File: src/rtl/mem_entry_pkg.sv
// Shared types for the manual memory-entry path: FSM state encoding and the
// meaning of the two Field switches.
package mem_entry_pkg;

    typedef enum logic [1:0] {
        IDLE = 2'd0,
        REQ  = 2'd1,
        DONE = 2'd2
    } state_t;

    localparam logic [1:0] FLD_ADDR   = 2'd0;
    localparam logic [1:0] FLD_HI     = 2'd1;
    localparam logic [1:0] FLD_LO     = 2'd2;
    localparam logic [1:0] FLD_COMMIT = 2'd3;

    localparam int DATA_W = 16;

endpackage

File: src/rtl/mem_entry_writer_key_conditioner.sv
// Push-button conditioning: 2-flop synchroniser, debounce counter and a
// single-cycle press pulse on the released->pressed transition.
module key_conditioner #(
    parameter int DEBOUNCE_CYCLES = 1000000
) (
    input  logic Clock,
    input  logic Reset,
    input  logic KeyN,
    output logic Press,
    output logic Level
);

    localparam int CW = (DEBOUNCE_CYCLES > 1) ? $clog2(DEBOUNCE_CYCLES) : 1;
    localparam logic [CW-1:0] LAST = CW'(DEBOUNCE_CYCLES - 1);

    // The key is inverted before synchronising so every flop clears to "released".
    logic [1:0]    sync_q;
    logic          level_q, level_d;
    logic          prev_q;
    logic          press_q;
    logic [CW-1:0] cnt_q, cnt_d;

    always_comb begin
        cnt_d   = cnt_q;
        level_d = level_q;
        if (sync_q[1] == level_q) begin
            cnt_d = '0;
        end else if (cnt_q == LAST) begin
            level_d = ~level_q;
            cnt_d   = '0;
        end else begin
            cnt_d = cnt_q + 1'b1;
        end
    end

    always_ff @(posedge Clock or posedge Reset) begin
        if (Reset) begin
            sync_q  <= '0;
            level_q <= 1'b0;
            prev_q  <= 1'b0;
            press_q <= 1'b0;
            cnt_q   <= '0;
        end else begin
            sync_q  <= {sync_q[0], ~KeyN};
            level_q <= level_d;
            cnt_q   <= cnt_d;
            prev_q  <= level_q;
            press_q <= level_q & ~prev_q;
        end
    end

    assign Press = press_q;
    assign Level = level_q;

endmodule

File: src/rtl/mem_entry_writer.sv
// Switch/KEY driven data-entry path that issues req/ack writes to data memory.
// Optional AUTO_INC_EN: advance WrAddr after each completed write.
module mem_entry_writer
    import mem_entry_pkg::*;
#(
    parameter int ADDR_W          = 8,
    parameter int DEBOUNCE_CYCLES = 1000000,
    parameter int CNT_W           = 8
) (
    input  logic              Clock,
    input  logic              Reset,
    input  logic              KeyN,
    input  logic [1:0]        Field,
    input  logic [7:0]        Sw,
    output logic              WrReq,
    input  logic              WrAck,
    output logic [ADDR_W-1:0] WrAddr,
    output logic [DATA_W-1:0] WrData,
    output logic              Busy,
    output logic [CNT_W-1:0]  WrCount,
    output logic              Dropped,
    output state_t            DbgState
);

    // Handshake: WrReq rises the edge after a commit and stays high until an
    // edge samples WrAck=1; it drops on that same edge. WrAck is ignored otherwise.

    logic press;
    logic level;

    key_conditioner #(
        .DEBOUNCE_CYCLES(DEBOUNCE_CYCLES)
    ) u_key (
        .Clock(Clock),
        .Reset(Reset),
        .KeyN (KeyN),
        .Press(press),
        .Level(level)
    );

    state_t              state_q, state_d;
    logic [ADDR_W-1:0]   addr_q, addr_d;
    logic [DATA_W-1:0]   data_q, data_d;
    logic [CNT_W-1:0]    cnt_q, cnt_d;
    logic                dropped_q, dropped_d;

    always_comb begin
        state_d   = state_q;
        addr_d    = addr_q;
        data_d    = data_q;
        cnt_d     = cnt_q;
        dropped_d = dropped_q;
        case (state_q)
            IDLE: begin
                if (press) begin
                    case (Field)
                        FLD_ADDR:   addr_d       = Sw[ADDR_W-1:0];
                        FLD_HI:     data_d[15:8] = Sw;
                        FLD_LO:     data_d[7:0]  = Sw;
                        FLD_COMMIT: state_d      = REQ;
                        default:    state_d      = IDLE;
                    endcase
                end
            end
            REQ: begin
                if (press) dropped_d = 1'b1;
                if (WrAck) state_d = DONE;
            end
            DONE: begin
                if (press) dropped_d = 1'b1;
                cnt_d = cnt_q + 1'b1;
`ifdef AUTO_INC_EN
                addr_d = addr_q + 1'b1;
`endif
                state_d = IDLE;
            end
            default: state_d = IDLE;
        endcase
    end

    always_ff @(posedge Clock or posedge Reset) begin
        if (Reset) begin
            state_q   <= IDLE;
            addr_q    <= '0;
            data_q    <= '0;
            cnt_q     <= '0;
            dropped_q <= 1'b0;
        end else begin
            state_q   <= state_d;
            addr_q    <= addr_d;
            data_q    <= data_d;
            cnt_q     <= cnt_d;
            dropped_q <= dropped_d;
        end
    end

    assign WrReq    = (state_q == REQ);
    assign Busy     = (state_q == REQ) || (state_q == DONE);
    assign WrAddr   = addr_q;
    assign WrData   = data_q;
    assign WrCount  = cnt_q;
    assign Dropped  = dropped_q;
    assign DbgState = state_q;

endmodule

File: config.mk
export PLATFORM = sky130hd
export DESIGN_NAME = mem_entry_writer
export DESIGN_NICKNAME = d
export VERILOG_FILES = /design/src/rtl/mem_entry_pkg.sv /design/src/rtl/mem_entry_writer_key_conditioner.sv /design/src/rtl/mem_entry_writer.sv
export SDC_FILE = /design/constraint.sdc
export NUM_CORES = 1
export LEC_CHECK = 0
export ABC_AREA = 1
export CAP_MARGIN = 20
export CORE_MARGIN = 1
export CORE_UTILIZATION = 49
export DETAILED_ROUTE_END_ITERATION = 8
export PLACE_DENSITY = 0.75
export SYNTH_ARGS = -nofsm -noshare
export SYNTH_HDL_FRONTEND = slang
export SYNTH_SLANG_ARGS = --single-unit
File: constraint.sdc
create_clock -name Clock -period 3.3 [get_ports Clock]
set_clock_uncertainty 0.15 [all_clocks]
set_input_delay 0.825 -clock Clock [delete_from_list [all_inputs] [get_ports Clock]]
set_output_delay 0.825 -clock Clock [all_outputs]
set_load 0.005 [all_outputs]
==> results.sh <==
export IMPL_status="completed"
export IMPL_vias_per_cell=4.88
export IMPL_required_ps=2320
export IMPL_finalSetupTns_ps=0
export IMPL_syn_area_per_cell_um2=9.02
export IMPL_grt_usage=0.210
export IMPL_antenna_found_initial=0
export IMPL_slew_headroom=0.603
export IMPL_finalCritPeriodShare=0.791
export IMPL_syn_area_mm2=0.00281
export IMPL_fmax_ghz=0.383
export IMPL_met1_usage=0.269
export IMPL_clock_path_buffers=2
export IMPL_chipWidth_um=77.7
export IMPL_ios=51
export IMPL_worstPathArrival_ps=1630
export IMPL_final_hold_viol_count=0
export IMPL_numCtsBuffers=9
export IMPL_path_class="reg -> out"
export IMPL_ant_nets=0
export IMPL_io_buffers=50
export IMPL_cts_hold_buf=0
export IMPL_gp_congestion=0.851
export IMPL_antennaDiodeCount=0
export IMPL_fp_row_count=27
export IMPL_clk_latency_ps=330
export IMPL_core_area_mm2=0.00551
export IMPL_area_growth_pct=28.9
export IMPL_crit_path_end_kind="output pin"
export IMPL_setup_viol=0
export IMPL_power_share_clock=0.396
export IMPL_grt_pass1_vias=2119
export IMPL_max_vdd_ir_drop_v=0.000326
export IMPL_cts_sinks=60
export IMPL_fillers=454
export IMPL_cts_setup_buffers=0
export IMPL_synthDistinctLibCells=27
export IMPL_path_buf_inv=2
export IMPL_switching_share=0.248
export IMPL_crit_path_top_delay_cell="clkdlybuf4s50_1"
export IMPL_p_per_area_mw_per_mm2=537
export IMPL_cp_cell_sequence="inv_1 -> ha_1 -> clkdlybuf4s50_1"
export IMPL_start_kind="register"
export IMPL_root_buffer="clkbuf_8"
export IMPL_ys_seq_area_frac=0.535
export IMPL_dieHeight_um=77.7
export IMPL_worst_path_max_fanout=4
export IMPL_slew_viol_final=0
export IMPL_htree_levels=3
export IMPL_cts_resized=0
export IMPL_worst_pin_slew_ps=594
export IMPL_p_int_w=0.00146
export IMPL_critPathMaxStageDelay_ps=500
export IMPL_final_cell_mix="67 x nand2_1, 60 x dfrtp_1, 50 x clkdlybuf4s50_1"
export IMPL_seqPwrFrac=0.433
export IMPL_rsz0062_at_grt="no"
export IMPL_path_clk_slew_ps=70
export IMPL_route_detailed_drc=0
export IMPL_grt_busiest_layer="met2"
export IMPL_ys_ff_latch=60
export IMPL_grt_start_max_net_pins=61
export IMPL_hpwl_mm=3.95
export IMPL_synth_nets=331
export IMPL_start_util=0.509
export IMPL_pwr_share_comb=0.171
export IMPL_ys_warn_count=0
export IMPL_met3_usage=0.0706
export IMPL_hp_class="reg -> reg"
export IMPL_period_minus_slack_ps=2610
export IMPL_drt_first_iter_violations=113
export IMPL_mostFrequentLayoutCell="nand2_1"
export IMPL_met2_usage=0.340
export IMPL_die_area_mm2=0.00603
export IMPL_final_nets=389
export IMPL_syn_inst=311
export IMPL_first_pass_iters=4
export IMPL_routed_via_count=2175
export IMPL_maxCapViolCount=0
export IMPL_grt_first_pass_wirelength_mm=9.76
export IMPL_wirelength_mm=5.63
export IMPL_drive_gt1_frac=0.115
export IMPL_critPathTopFamily="buffers and inverters"
export IMPL_post_drt_wl_per_cell_um=12.6
export IMPL_tritoncts="done"
export IMPL_p_leak_nw=1.61
export IMPL_p_sw_w=0.000482
export IMPL_power_w=0.00194
export IMPL_gr_total_overflow=0
## per-layer routing
layer | vias to the layer above | share of wire
li1 | 1088 | -
met1 | 1031 | 0.46
met2 | 54 | 0.49
met3 | 2 | 0.042
met4 | 0 | 0.0055
met5 | - | 0
## per-stage QoR
stage | cell area [um2] | hold WS [ps] | cells | util | setup WS [ps]
2_1_floorplan | 2810 | 181 | 311 | - | 840
3_3_place_gp | 3380 | 182 | 430 | 0.613 | 965
3_5_place_dp | 3380 | 197 | 430 | 0.613 | 866
4_1_cts | 3610 | 212 | 446 | 0.656 | 675
5_1_grt | 3610 | 215 | 446 | 0.656 | 603
6_report | 3610 | 209 | 446 | 0.656 | 691
## state kept, by name, summed over array words and instances (netlist names)
| register | count |
|---|---|
| u_key.cnt_q | 20 |
| WrData | 16 |
| WrAddr | 8 |
| WrCount | 8 |
| DbgState | 2 |
| u_key.sync_q | 2 |
| Dropped | 1 |
| u_key.Level | 1 |
| u_key.Press | 1 |
| u_key.prev_q | 1 |
## Yosys cell counts
| library cell | n | area [um2] |
|---|---|---|
| nor3b_2 | 1 | 12.5 |
| a21oi_1 | 4 | 20.0 |
| o21bai_1 | 1 | 7.51 |
| a21oi_2 | 1 | 8.76 |
| xor2_1 | 12 | 105 |
| xnor2_1 | 5 | 43.8 |
| xor2_2 | 1 | 16.3 |
| dfrtp_1 | 60 | 1500 |
| clkbuf_1 | 1 | 3.75 |
| o21ai_1 | 1 | 5.00 |
| nand2_4 | 2 | 22.5 |
| ha_1 | 6 | 75.1 |
| nand4_1 | 3 | 18.8 |
| inv_2 | 2 | 7.51 |
| nand2_2 | 4 | 25.0 |
| o21ai_0 | 29 | 145 |
| and2_1 | 3 | 18.8 |
| nand2_1 | 67 | 251 |
| buf_6 | 3 | 33.8 |
| nor2_4 | 3 | 33.8 |
| nor3_1 | 2 | 10.0 |
| nor2_1 | 41 | 154 |
| inv_1 | 31 | 116 |
| nor2_2 | 9 | 56.3 |
| a21o_1 | 1 | 7.51 |
| nand3_1 | 15 | 75.1 |
| nand3_2 | 3 | 30.0 |
## path summary, 6_finish.rpt
check                           startpoint         endpoint  slack (ps)  depth (start not counted)
max                            DbgState[1]             Busy         690                          3
min                        u_key.sync_q[0]  u_key.sync_q[1]         210                          0
max reg2reg                    DbgState[0]        WrData[6]        1430                          4
min reg2reg                u_key.sync_q[0]  u_key.sync_q[1]         210                          0
max in group asynchronous            Reset      u_key.Press        2000                          3
min in group asynchronous            Reset       WrCount[1]         700                          3
## layout make-up
class / count / area [um2] / area share
flip-flops and latches: 60 / 1500 / 0.415
multi-input cells: 214 / 1140 / 0.316
repair buffers: 51 / 520 / 0.144
clock buffers: 13 / 169 / 0.0467
inverters: 33 / 124 / 0.0343
well taps: 72 / 90.1 / 0.0249
clock inverters: 3 / 67.6 / 0.0187
## worst register-to-register path: stages, from the launching register on
cell and delay, ps:
dfrtp_1 400, inv_1 130, ha_1 220, nand4_1 500, o21ai_0 370
## power groups by stage
| stage | Combinational, W | Sequential [W] | Clock, W |
|---|---|---|---|
| 3_5_place_dp | 0.000333 | 0.000854 | 0 |
| 5_1_grt | 0.000382 | 0.000849 | 0.000816 |
| 2_1_floorplan | 0.000155 | 0.000850 | 0 |
| 3_3_place_gp | 0.000327 | 0.000851 | 0 |
| 6_report | 0.000332 | 0.000841 | 0.000769 |
| 4_1_cts | 0.000336 | 0.000840 | 0.000786 |
## kinds of logic after synthesis
| logic type | count (synthesis) | synth area share |
|---|---|---|
| buffers and inverters | 37 | 0.0575 |
| adders and majority gates | 6 | 0.0268 |
| and+or+nand+nor | 153 | 0.252 |
| xor gates and xnor gates | 18 | 0.0589 |
| AOI/OAI and AO/OA | 37 | 0.0691 |
| DFF | 60 | 0.535 |
No activity file was read; power rests on OpenSTA's default activity.
